--- src/rtl/decode_issue_ctrl.sv ---
// rtl/decode_issue_ctrl.sv - decode-stage issue controller with load-use stall, halt and flush
module decode_issue_ctrl #(
   parameter int CNT_W = 16,
   parameter int XLEN  = 32
) (
   input  logic             clk,
   input  logic             rst_n,
   input  logic             if_valid,
   input  logic [XLEN-1:0]  if_inst,
   input  logic [XLEN-1:0]  if_pc,
   output logic             if_ready,
   output logic [XLEN-1:0]  imm_inst,
   input  logic [XLEN-1:0]  imm_in,
   output logic             ex_valid,
   input  logic             ex_ready,
   output logic [XLEN-1:0]  ex_pc,
   output logic [XLEN-1:0]  ex_imm,
   output logic [4:0]       ex_rs1,
   output logic [4:0]       ex_rs2,
   output logic [4:0]       ex_rd,
   output logic [2:0]       ex_class,
   input  logic             flush,
   output logic             stall,
   output logic             halted,
   output logic [CNT_W-1:0] bubble_count
);

   localparam logic [2:0] CL_LOAD    = 3'd0;
   localparam logic [2:0] CL_OPIMM   = 3'd1;
   localparam logic [2:0] CL_STORE   = 3'd2;
   localparam logic [2:0] CL_BRANCH  = 3'd3;
   localparam logic [2:0] CL_ILLEGAL = 3'd7;

   typedef enum logic [1:0] {
      ST_RUN   = 2'd0,
      ST_STALL = 2'd1,
      ST_HALT  = 2'd2
   } state_t;

   state_t          state;
   logic            id_valid;
   logic [XLEN-1:0] id_inst;
   logic [XLEN-1:0] id_pc;
   logic [2:0]      id_class;
   logic            uses_rs1;
   logic            uses_rs2;
   logic            hazard;
   logic            advance;
   logic            accept;

   // Opcode classification of the held instruction; anything outside the four supported groups is illegal
   always_comb begin
      id_class = CL_ILLEGAL;
      if (id_inst[1:0] == 2'b11) begin
         case (id_inst[6:2])
            5'b00000: id_class = CL_LOAD;
            5'b00100: id_class = CL_OPIMM;
            5'b01000: id_class = CL_STORE;
            5'b11000: id_class = CL_BRANCH;
            default:  id_class = CL_ILLEGAL;
         endcase
      end
      uses_rs1 = (id_class != CL_ILLEGAL);
      uses_rs2 = (id_class == CL_STORE) || (id_class == CL_BRANCH);
   end

   assign hazard = id_valid && ex_valid && (ex_class == CL_LOAD) && (ex_rd != 5'd0) &&
                   ((uses_rs1 && (id_inst[19:15] == ex_rd)) ||
                    (uses_rs2 && (id_inst[24:20] == ex_rd)));

   assign advance  = id_valid && !hazard && (!ex_valid || ex_ready) &&
                     (state != ST_HALT) && !flush;
   assign if_ready = !flush && (state != ST_HALT) && (!id_valid || advance);
   assign accept   = if_valid && if_ready;
   assign imm_inst = id_inst;

   // IF/ID register: load on accepted fetch, empty on advance or flush
   always_ff @(posedge clk or negedge rst_n) begin
      if (!rst_n) begin
         id_valid <= 1'b0;
         id_inst  <= '0;
         id_pc    <= '0;
      end else if (flush) begin
         id_valid <= 1'b0;
      end else if (accept) begin
         id_valid <= 1'b1;
         id_inst  <= if_inst;
         id_pc    <= if_pc;
      end else if (advance) begin
         id_valid <= 1'b0;
      end
   end

   // ID/EX register: replaced on advance, drained to a bubble when consumed with nothing behind it
   always_ff @(posedge clk or negedge rst_n) begin
      if (!rst_n) begin
         ex_valid <= 1'b0;
         ex_pc    <= '0;
         ex_imm   <= '0;
         ex_rs1   <= '0;
         ex_rs2   <= '0;
         ex_rd    <= '0;
         ex_class <= CL_LOAD;
      end else if (flush) begin
         ex_valid <= 1'b0;
      end else if (advance) begin
         ex_valid <= 1'b1;
         ex_pc    <= id_pc;
         ex_imm   <= (id_class == CL_ILLEGAL) ? '0 : imm_in;
         ex_rs1   <= id_inst[19:15];
         ex_rs2   <= id_inst[24:20];
         ex_rd    <= id_inst[11:7];
         ex_class <= id_class;
      end else if (ex_ready) begin
         ex_valid <= 1'b0;
      end
   end

   // Control FSM with registered status flags and the saturating bubble counter
   always_ff @(posedge clk or negedge rst_n) begin
      if (!rst_n) begin
         state        <= ST_RUN;
         stall        <= 1'b0;
         halted       <= 1'b0;
         bubble_count <= '0;
      end else if (flush) begin
         state  <= ST_RUN;
         stall  <= 1'b0;
         halted <= 1'b0;
      end else begin
         if ((state == ST_STALL) && ex_ready && (bubble_count != '1))
            bubble_count <= bubble_count + CNT_W'(1);
         if (state != ST_HALT) begin
            if (advance && (id_class == CL_ILLEGAL)) begin
               state  <= ST_HALT;
               stall  <= 1'b0;
               halted <= 1'b1;
            end else if (hazard) begin
               state  <= ST_STALL;
               stall  <= 1'b1;
               halted <= 1'b0;
            end else begin
               state  <= ST_RUN;
               stall  <= 1'b0;
               halted <= 1'b0;
            end
         end
      end
   end

endmodule

--- config.mk ---
export PLATFORM = sky130hd
export DESIGN_NAME = decode_issue_ctrl
export DESIGN_NICKNAME = d
export VERILOG_FILES = /design/src/rtl/decode_issue_ctrl.sv
export SDC_FILE = /design/constraint.sdc
export NUM_CORES = 1
export LEC_CHECK = 0
export CORE_MARGIN = 2
export CORE_UTILIZATION = 40
export DETAILED_ROUTE_END_ITERATION = 6
export PLACE_DENSITY = 0.73
export REMOVE_ABC_BUFFERS = 1
export SETUP_SLACK_MARGIN = 0.2
export SKIP_CTS_REPAIR_TIMING = 1
export SYNTH_ARGS = -nofsm -noshare
export SYNTH_HDL_FRONTEND = slang
export SYNTH_SLANG_ARGS = --single-unit
--- constraint.sdc ---
create_clock -name clk -period 2.7 [get_ports clk]
set_clock_uncertainty 0.15 [all_clocks]
set_input_delay 0.54 -clock clk [delete_from_list [all_inputs] [get_ports clk]]
set_output_delay 0.54 -clock clk [all_outputs]
set_load 0.03 [all_outputs]
# Word-level counts from Yosys, hierarchy flattened
# Cells that the tools add are included.
# W data, S select, Z words.
[word_totals]
register_bits = 168
input_bits = 101
output_inout_bits = 134
elab_cells = 82
[op_classes]
n_addsub = 1
eq_ne = 13
mux = 20
n_bitwise = 1
reduce_logical = 33
[op_table]
columns = ["op", "n"]
rows = [
  ["$mux W32", 1],
  ["$add A16 B1 Y16 const B", 1],
  ["$logic_and A1 B1 Y1", 16],
  ["$ne A16 B16 Y1 const B", 1],
  ["$mux W1", 14],
  ["$pmux W3 S4", 1],
  ["$eq A5 B5 Y1", 2],
  ["$eq A3 B2 Y1 const B", 2],
  ["$mux W2", 3],
  ["$reduce_and A2 Y1", 3],
  ["$reduce_bool A3 Y1", 2],
  ["$eq A5 B3 Y1 const B", 1],
  ["$eq A5 B4 Y1 const B", 1],
  ["$eq A5 B5 Y1 const B", 1],
  ["$logic_not A5 Y1", 1],
  ["$reduce_bool A5 Y1", 1],
  ["$logic_not A1 Y1", 4],
  ["$logic_or A1 B1 Y1", 4],
  ["$eq A3 B3 Y1 const B", 1],
  ["$logic_not A3 Y1", 1],
  ["$mux W3", 1],
  ["$ne A3 B3 Y1 const B", 1],
  ["$eq A2 B1 Y1 const B", 1],
  ["$eq A2 B2 Y1 const B", 1],
  ["3 further kinds", 3],
]

# Logic depth before layout (Yosys ltp)
# Gate-level depths: netlist (run 1).
[depth]
ltp_word = 18
ltp_mapped = 7
depth_no_buf = 5

# Worst setup path after synthesis (run 1)
# Ideal clock, no wire load.
[synth_timing]
kind = "register to output"
startpoint = "reg ex_rd[1]"
endpoint = "out if_ready"
arrival_ns = 1.927
required_ns = 2.010
slack_ns = 0.083
stages_incl_launch_ff = 5
cell_sequence = "dfrtp_1 -> or4_1 -> o211ai_2 -> nor3_1 -> o32ai_1"
[synth_via]
elab_chain_len = 11
[synth_lines]
columns = ["item", "line_no", "source"]
rows = [
  ["start, declared", "20", "output logic [4:0] ex_rd,"],
  ["start signal, assigned", "112", "ex_rd <= id_inst[11:7];"],
  ["$eq A5 B5 Y1, on equally long branches", "68, 69", ""],
  ["$logic_and A1 B1 Y1, on equally long branches", "68, 69", ""],
  ["$logic_or A1 B1 Y1", "68", "((uses_rs1 && (id_inst[19:15] == ex_rd)) ||"],
  ["$logic_and A1 B1 Y1 (*)", "67", "assign hazard = id_valid && ex_valid && (ex_class == CL_LOAD) && (ex_rd != 5'd0) &&"],
  ["$logic_not A1 Y1 (*)", "71", "assign advance = id_valid && !hazard && (!ex_valid || ex_ready) &&"],
  ["$logic_and A1 B1 Y1 (*) (3 in a row)", "71", ""],
  ["$logic_and A1 B1 Y1 (*)", "72", "(state != ST_HALT) && !flush;"],
  ["$logic_or A1 B1 Y1 (*)", "73", "assign if_ready = !flush && (state != ST_HALT) && (!id_valid || advance);"],
  ["$logic_and A1 B1 Y1 (*)", "73", ""],
  ["end, declared", "11", "output logic if_ready,"],
]
# Every way passes the cells marked *; elsewhere a longest branch is shown, timed or not.

# Worst setup path in the final report (run 1)
[layout_timing]
startpoint = "reg id_valid"
endpoint = "out if_ready"
[layout_via]
elab_chain_len = 11
[layout_lines]
columns = ["item", "line_no", "source"]
rows = [
  ["start, declared", "41", "logic id_valid;"],
  ["start signal, assigned", "80", "id_valid <= 1'b0;"],
  ["start signal, assigned", "84", "id_valid <= 1'b0;"],
  ["start signal, assigned", "86", "id_valid <= 1'b1;"],
  ["$logic_and A1 B1 Y1 (4 in a row)", "67", ""],
  ["$logic_not A1 Y1", "71", ""],
  ["$logic_and A1 B1 Y1 (3 in a row)", "71", ""],
  ["$logic_and A1 B1 Y1", "72", ""],
  ["$logic_or A1 B1 Y1 (*)", "73", ""],
  ["$logic_and A1 B1 Y1 (*)", "73", ""],
]
# Marked as above.

==> metrics.cfg, run 1 <==
[synth]
yosysWarnings=0
yosysTopAreaCell=dfrtp_1
async_flop_share_pct=100
synth_top_area_share_pct=63.2
synth.area.top_cells=dfrtp_1, mux2_2, a22o_1
synth.ff_latch_count=166
synth.distinct_cells=45
syn_inst=438
synth_edf_count=0
synth_ff_type=dfrtp_1
syn_area_um2=6570
syn_area_per_cell_um2=15.0
ys_seq_area_share_pct=63.2

[outcome]
violations=negative setup slack
status=finished, violations left

[setup_path]
critPathKind=flip-flop to primary output
worstPathBufferInverterCount=2
critPathTopFamily=simple AND/OR/NAND/NOR gates
endpoint_kind=primary output
crit_fanout=7
crit_arrival_ns=2.10
cp-start-kind=flip-flop
worstPathRequired_ns=2.01
slowest_delay_ns=0.47
crit_chain=nor4b_2 -> o211ai_4 -> buf_6 -> nor3_2 -> o32ai_2 -> buf_4
critPathSlowestCell=dfrtp_1

[power]
power_density_nw_per_um2=872
p_switching_w=0.00298
clkPwrFrac_pct=26.4
leakage_nw=4.36
vdd_drop_max_uv=685
seq_power_share_pct=38.5
switching_share_pct=33.2
power.internal_w=0.00601
power.total_w=0.00899
combinationalPowerShare_pct=35.1

[place]
dpl_cell_area_um2=9280
gp_congestion=0.813
place_ws_ns=0.104
dp.final_hpwl_um=11700
io_buffers=234

[floorplan]
coreArea_um2=15900
initial_core_util_pct=41.2
die_area_um2=17500
ioPinCount=235
rows=46
die_h_um=132
die_w_um=132

[clock_network]
cts_max_level=4
cts_sinks=166
numCtsBuffers=17
clock_path_buffers=2
ctsRootBufferMaster=clkbuf_16
cts_tree=built
insertion_delay_ns=0.42
cts.clk_slew.worst_paths_ns=0.06

[global_route]
antenna_found_initial=0
grt_pass1_vias=4901
grt_max_degree=55
track_usage_pct=18.8
grt_pass1_wl_um=25900
grt_overflow=0

[detailed_routing]
viasPerCell=5.03
wirelength_um=17500
final_antenna_net_count=0
drtPass1Iterations=4
routedWlPerCell_um=18.6
drt-initial-drc-count=185
drc=0
vias=4718

[timing]
rsz0062_at_grt=yes
period_needed_ns=2.79
fmax_mhz=358
fin_ws_ns=-0.0930
finalCritPeriodShare_pct=103
slew_violations=0
worstMarginPinSlew_ns=0.563
finalHoldViolCount=0
max_slew_margin_pct=62.2
setup_viol=1

[final_layout]
finalCoreUtilization_pct=64.6
nNetsFinal=813
final_cell_area_um2=10300
layout-drive-gt1-share_pct=25.1
synthToLayoutAreaGrowth_pct=56.9
diodes=0

[worst_hold_path]
hold_class=flip-flop to flip-flop

[job]
drv_cap=0

stage by stage:
stage	instances	setup TNS, ns	hold WS [ns]
2_1_floorplan	420	-131.92	0.0944
4_1_cts	917	-0.315	-0.121
6_report	938	-0.0930	0.331
3_5_place_dp	887	0	0.320
5_1_grt	938	-0.220	0.359
3_3_place_gp	887	0	0.311
metal layers:
metal	vias up	share of wire, %	GRT usage (%)	routed length (um)
met3	40	7.5	6.92	1300
li1	2135	-	-	-
met2	191	50	30.4	8760
met5	-	0	0	0
met4	0	3.1	8.09	538
met1	2352	39	22.6	6880
state kept, by name, summed over array words and instances, names as in the netlist:
register,count
ex_imm,32
ex_pc,32
id_pc,32
imm_inst,32
bubble_count,16
ex_rd,5
ex_rs1,5
ex_rs2,5
ex_class,3
ex_valid,1
halted,1
id_valid,1
state,1
path summary, 6_finish.rpt:
path	startpoint	to	slack (ns)	cells past startpoint
min in group asynchronous	rst_n	imm_inst[13]	0.46	2
max in group asynchronous	rst_n	imm_inst[23]	1.31	3
setup reg to reg	ex_rd[1]	imm_inst[11]	0.13	8
hold reg to reg	id_pc[12]	id_pc[12]	0.33	1
setup / recovery	id_valid	if_ready	-0.09	6
hold / removal	id_pc[12]	id_pc[12]	0.33	1
synthesized netlist by cell type, drive strengths merged (2+ instances only):
cell type and count:
a21boi 2, a21oi 5, a22o 31, and3 4, and4 4, buf 14, clkbuf 4, dfrtp 166
inv 3, mux2 110, mux2i 2, nand2 14, nand2b 3, nand3 8, nand3b 2, nand4 4
nor2 10, nor2b 3, nor3 3, nor4b 2, o21a 3, o21ai 3, o22ai 2, xnor2 17
xor2 6
layout by cell type, fill, tap and decap left out, types with 6 or more instances in the layout:
master and count:
nand2_1 14, a22o_1 31, dfrtp_1 164, clkdlybuf4s50_1 232, xnor2_1 15, xor2_1 6, buf_12 12, nand3_1 8
clkbuf_16 25, mux2_1 14, mux2_2 95, buf_4 12, nor2_1 9
cell type report:
type / count / area [um2]
clock buffer: 19 / 453
clock inverter: 11 / 124
fill: 1185 / 5640
inverter: 3 / 11.3
multi-input combinational: 251 / 2340
sequential: 166 / 4160
tap: 216 / 270
timing repair buffer: 272 / 2950
power groups by stage:
stage	combinational (W)	sequential (W)	clock (W)
4_1_cts	0.00307	0.00345	0.00243
5_1_grt	0.00330	0.00354	0.00255
3_5_place_dp	0.00305	0.00348	0
6_report	0.00316	0.00346	0.00237
3_3_place_gp	0.00301	0.00346	0
2_1_floorplan	0.000687	0.00437	0
cells by family after synthesis:
kind of cell	Yosys count	share of synthesized area [%]
adders and majority gates	1	0.190
buffers and inverters	21	2.15
AOI/OAI and AO/OA	55	7.05
DFF	166	63.2
xor gates and xnor gates	23	3.07
and+or+nand+nor	60	5.16
muxes	112	19.2
(Power assumes the default switching activity.)
==> run 2: changes to the inputs <==
--- a/config.mk
+++ b/config.mk
@@ -6,9 +6,10 @@
 export NUM_CORES = 1
 export LEC_CHECK = 0
 export CORE_MARGIN = 2
-export CORE_UTILIZATION = 40
+export CORE_UTILIZATION = 45
 export DETAILED_ROUTE_END_ITERATION = 6
-export PLACE_DENSITY = 0.73
+export GPL_TIMING_DRIVEN = 0
+export PLACE_DENSITY = 0.8
 export REMOVE_ABC_BUFFERS = 1
 export SETUP_SLACK_MARGIN = 0.2
 export SKIP_CTS_REPAIR_TIMING = 1
==> run 2 against run 1 <==
The run still ends with negative setup slack left. Global-route usage up 2.1 points. Via count down 2.0%. Worst setup slack worse by 0.030 ns. Power up 0.15%. Count of clock-buffer cells in the layout unchanged. Cell area down 2.4%. Sequential share of layout area up 1.0 points. Hold slack worse by 0.26 ns. First-iteration DRC count down 30%. Final cell count down 5.0%. Sequential power about the same. Combinational power about the same. Largest cell class unchanged.
==> metrics.cfg, run 2 (same netlist as run 1, synthesis figures left out) <==
[power]
p_switching_w=0.00301
seq_power_share_pct=38.4
combinationalPowerShare_pct=34.8
leakage_nw=4.25
power.internal_w=0.00599
vdd_drop_max_uv=740
power_density_nw_per_um2=895
switching_share_pct=33.5
clkPwrFrac_pct=26.8

[detailed_routing]
drc=0
viasPerCell=5.19
routedWlPerCell_um=18.8
vias=4625
drt-initial-drc-count=129
final_antenna_net_count=0
wirelength_um=16800
drtPass1Iterations=4

[clock_network]
ctsRootBufferMaster=clkbuf_16
cts_tree=built
cts_sinks=166
cts_max_level=4
clock_path_buffers=2
cts.clk_slew.worst_paths_ns=0.07
numCtsBuffers=17
insertion_delay_ns=0.42

[final_layout]
synthToLayoutAreaGrowth_pct=53.1
final_common_cell=clkdlybuf4s50_1
layout-drive-gt1-share_pct=24.5
finalCoreUtilization_pct=69.7
final_cell_area_um2=10100
mostFrequentLayoutCells=clkdlybuf4s50_1, dfrtp_1, mux2_2
diodes=0
nNetsFinal=796

[setup_path]
rr_worst_depth=8
crit_fanout=4
crit_start=ex_rd[2]
cp-start-kind=flip-flop
crit_arrival_ns=2.13
rrSetupSlack_ns=0.03
endpoint_kind=primary output
critPathKind=flip-flop to primary output
r2r-end=imm_inst[12]
worstPathRequired_ns=2.01
reg2reg_from=ex_rd[2]

[floorplan]
initial_core_util_pct=45.5
coreArea_um2=14400
rows=44
die_h_um=125
die_w_um=125
die_area_um2=15600
ioPinCount=235

[global_route]
grt_pass1_wl_um=25700
grt_pass1_vias=4818
track_usage_pct=20.9
antenna_found_initial=0
grt_overflow=0
grt_max_degree=98

[job]
drv_cap=0

[timing]
finalCritPeriodShare_pct=105
worstMarginPinSlew_ns=0.883
rsz0062_at_grt=yes
whs_ns=0.0688
fmax_mhz=354
finalHoldViolCount=0
period_needed_ns=2.82
setup_viol=1
slew_violations=0
fin_ws_ns=-0.123
max_slew_margin_pct=41.1

[place]
dp.final_hpwl_um=11400
gp_congestion=0.817
io_buffers=234
dpl_cell_area_um2=9140

[outcome]
status=finished, violations left
violations=negative setup slack

[worst_hold_path]
hold_class=input pin to asynchronous set/reset pin

## run 2: changes by cell type in the layout (fill, tap and decap cells not counted), moves of 3 or more
cell and change:
buf_6 -3, buf_16 +3, buf_12 -8, clkinv_4 +6
clkbuf_16 -7
## run 2: final cells by class
| class | count | area, um2 |
|---|---|---|
| Multi-Input combinational cell | 253 | 2430 |
| Fill cell | 998 | 4370 |
| Inverter | 3 | 11.3 |
| Clock buffer | 19 | 453 |
| Timing Repair Buffer | 253 | 2630 |
| Sequential cell | 166 | 4160 |
| Clock inverter | 13 | 148 |
| Tap cell | 184 | 230 |
## run 2: critical path: stages (launching register included)
cell,delay [ns]
dfrtp_2,0.43
or4_4,0.57
o211ai_4,0.30
nor3_4,0.10
o32ai_2,0.11
buf_4,0.20
## run 2: worst max path at each step
stage | to | slack [ns] | cells past startpoint
after global routing | if_ready | -0.21 | 5
after global placement | bubble_count[13] | -5.42 | 1
final | if_ready | -0.12 | 5
after detailed placement | ex_pc[11] | -0.89 | 4
after floorplan | ex_pc[27] | -2.20 | 4
after CTS | if_ready | -1.15 | 5
## run 2: through the flow
step | setup WS [ns] | std cells | power [W] | setup TNS (ns)
2_1_floorplan | -2.20 | 420 | 0.00506 | -131.92
3_3_place_gp | -5.42 | 838 | 0.00642 | -1178.07
3_5_place_dp | -0.887 | 843 | 0.00651 | -74.01
4_1_cts | -1.15 | 875 | 0.00897 | -55.44
5_1_grt | -0.212 | 891 | 0.00940 | -0.752
6_report | -0.123 | 891 | 0.00900 | -0.123
## run 2: per-layer routing
metal  global-route usage (%)  up-vias  part of all wire [%]
li1                         -     2119                     -
met1                     24.4     2303                    40
met2                     34.2      189                    49
met3                     10.1       14                    10
met4                     6.67        0                   1.2
met5                        0        -                     0
## run 2: power groups by stage
| stage | logic, W | clock network [W] | registers [W] |
|---|---|---|---|
| floorplan | 0.000687 | 0 | 0.00437 |
| detailed placement | 0.00303 | 0 | 0.00348 |
| global placement | 0.00297 | 0 | 0.00345 |
| CTS | 0.00305 | 0.00247 | 0.00345 |
| finish | 0.00313 | 0.00241 | 0.00346 |
| global route | 0.00329 | 0.00257 | 0.00354 |
==> run 3: changes to the inputs <==
==> constraint.sdc (replaced) <==
create_clock -name clk -period 2.7 [get_ports clk]
set_clock_uncertainty 0.15 [all_clocks]
set_input_delay 0.54 -clock clk [delete_from_list [all_inputs] [get_ports clk]]
set_output_delay 0.54 -clock clk [all_outputs]
set_load 0.05 [all_outputs]
==> run 3 against run 2 <==
The run still ends with negative setup slack left. Utilization is 0.052 points higher. Non-clock buffer count is 1 higher. First-iteration DRC count is 9.3% lower. Sequential share of layout area hardly changed. Critical endpoint unchanged. Highest routed layer unchanged.
==> metrics.cfg, run 3 (same netlist as run 1, synthesis figures left out) <==
[outcome]
status=finished, violations left
violations=negative setup slack

[setup_path]
cp-start-kind=flip-flop
crit_fanout=4
worstPathRequired_ns=2.01
endpoint_kind=primary output
critPathKind=flip-flop to primary output
crit_arrival_ns=2.14

[final_layout]
stdcell_count=892
synthToLayoutAreaGrowth_pct=53.2
finalCoreUtilization_pct=69.8
diodes=0
final_common_cell=clkdlybuf4s50_1
nNetsFinal=797
mostFrequentLayoutCells=clkdlybuf4s50_1, dfrtp_1, mux2_2
layout-drive-gt1-share_pct=24.3
final_cell_area_um2=10100

[global_route]
grt_overflow=0
antenna_found_initial=0
grt_pass1_vias=4818
grt_max_degree=98
grt_pass1_wl_um=25700
track_usage_pct=20.9

[detailed_routing]
drc=0
drtPass1Iterations=4
wirelength_um=16800
routedWlPerCell_um=18.8
vias=4642
viasPerCell=5.20
final_antenna_net_count=0
drt-initial-drc-count=117

[job]
drv_cap=0

[floorplan]
ioPinCount=235
die_w_um=125
rows=44
die_h_um=125
coreArea_um2=14400
initial_core_util_pct=45.5
die_area_um2=15600

[power]
clkPwrFrac_pct=24.8
vdd_drop_max_uv=840
switching_share_pct=38.6
p_switching_w=0.00375
seq_power_share_pct=35.4
power_density_nw_per_um2=966
power.internal_w=0.00597
combinationalPowerShare_pct=39.7
leakage_nw=4.29

[clock_network]
clock_path_buffers=2
ctsRootBufferMaster=clkbuf_16
numCtsBuffers=17
cts_sinks=166
insertion_delay_ns=0.42
cts.clk_slew.worst_paths_ns=0.07
cts_tree=built
cts_max_level=4

[place]
io_buffers=234
dp.final_hpwl_um=11400
dpl_cell_area_um2=9140
place_inst=843
gp_congestion=0.817

[timing]
finalHoldViolCount=0
rsz0062_at_grt=yes
finalCritPeriodShare_pct=105
setup_viol=1
slew_violations=0
worstMarginPinSlew_ns=0.885
whs_ns=0.0701
max_slew_margin_pct=41.0
fin_ws_ns=-0.127
period_needed_ns=2.83
fmax_mhz=354

[worst_hold_path]
hold_class=input pin to asynchronous set/reset pin

-- run 3: power groups by stage --
stage,logic [W],registers (W),clock network (W)
floorplan,0.000693,0.00509,0
global placement,0.00371,0.00345,0
detailed placement,0.00377,0.00348,0
CTS,0.00379,0.00345,0.00247
global route,0.00402,0.00353,0.00257
finish,0.00386,0.00345,0.00241
-- run 3: worst paths after layout --
| check | startpoint | end | slack [ns] | cells past startpoint |
|---|---|---|---|---|
| max reg2reg | ex_rd[1] | imm_inst[12] | 0.04 | 8 |
| min | rst_n | ex_pc[6] | 0.07 | 1 |
| min reg2reg | id_pc[18] | id_pc[18] | 0.34 | 1 |
| max | ex_rd[1] | if_ready | -0.13 | 5 |
| min in group clk | id_pc[18] | id_pc[18] | 0.34 | 1 |
| max in group asynchronous | rst_n | ex_pc[28] | 1.49 | 2 |
-- run 3: final cells by class --
| class | instances | area [um2] |
|---|---|---|
| Sequential cell | 166 | 4160 |
| Fill cell | 994 | 4360 |
| Clock buffer | 19 | 453 |
| Timing Repair Buffer | 254 | 2650 |
| Tap cell | 184 | 230 |
| Clock inverter | 13 | 148 |
| Multi-Input combinational cell | 253 | 2420 |
| Inverter | 3 | 11.3 |
-- run 3: critical path: stages (launching register included) --
cell	delay, ns
dfrtp_2	0.43
or4_4	0.57
o211ai_4	0.29
nor3_4	0.10
o32ai_2	0.13
buf_6	0.19
-- run 3: per-layer routing --
layer  up-vias  track usage, %  wire, um
li1       2122               -         -
met1      2307            24.4      6670
met2       195            34.2      8150
met3        18            10.1      1720
met4         0            6.67       225
met5         -               0         0
-- run 3: per-stage QoR --
step | power (W) | worst slack (ns) | TNS (ns)
detailed placement | 0.00725 | -0.887 | -74.12
CTS | 0.00971 | -1.26 | -55.55
global route | 0.0101 | -0.226 | -0.819
floorplan | 0.00579 | -2.34 | -147.93
global placement | 0.00716 | -5.42 | -1178.18
finish | 0.00972 | -0.127 | -0.127
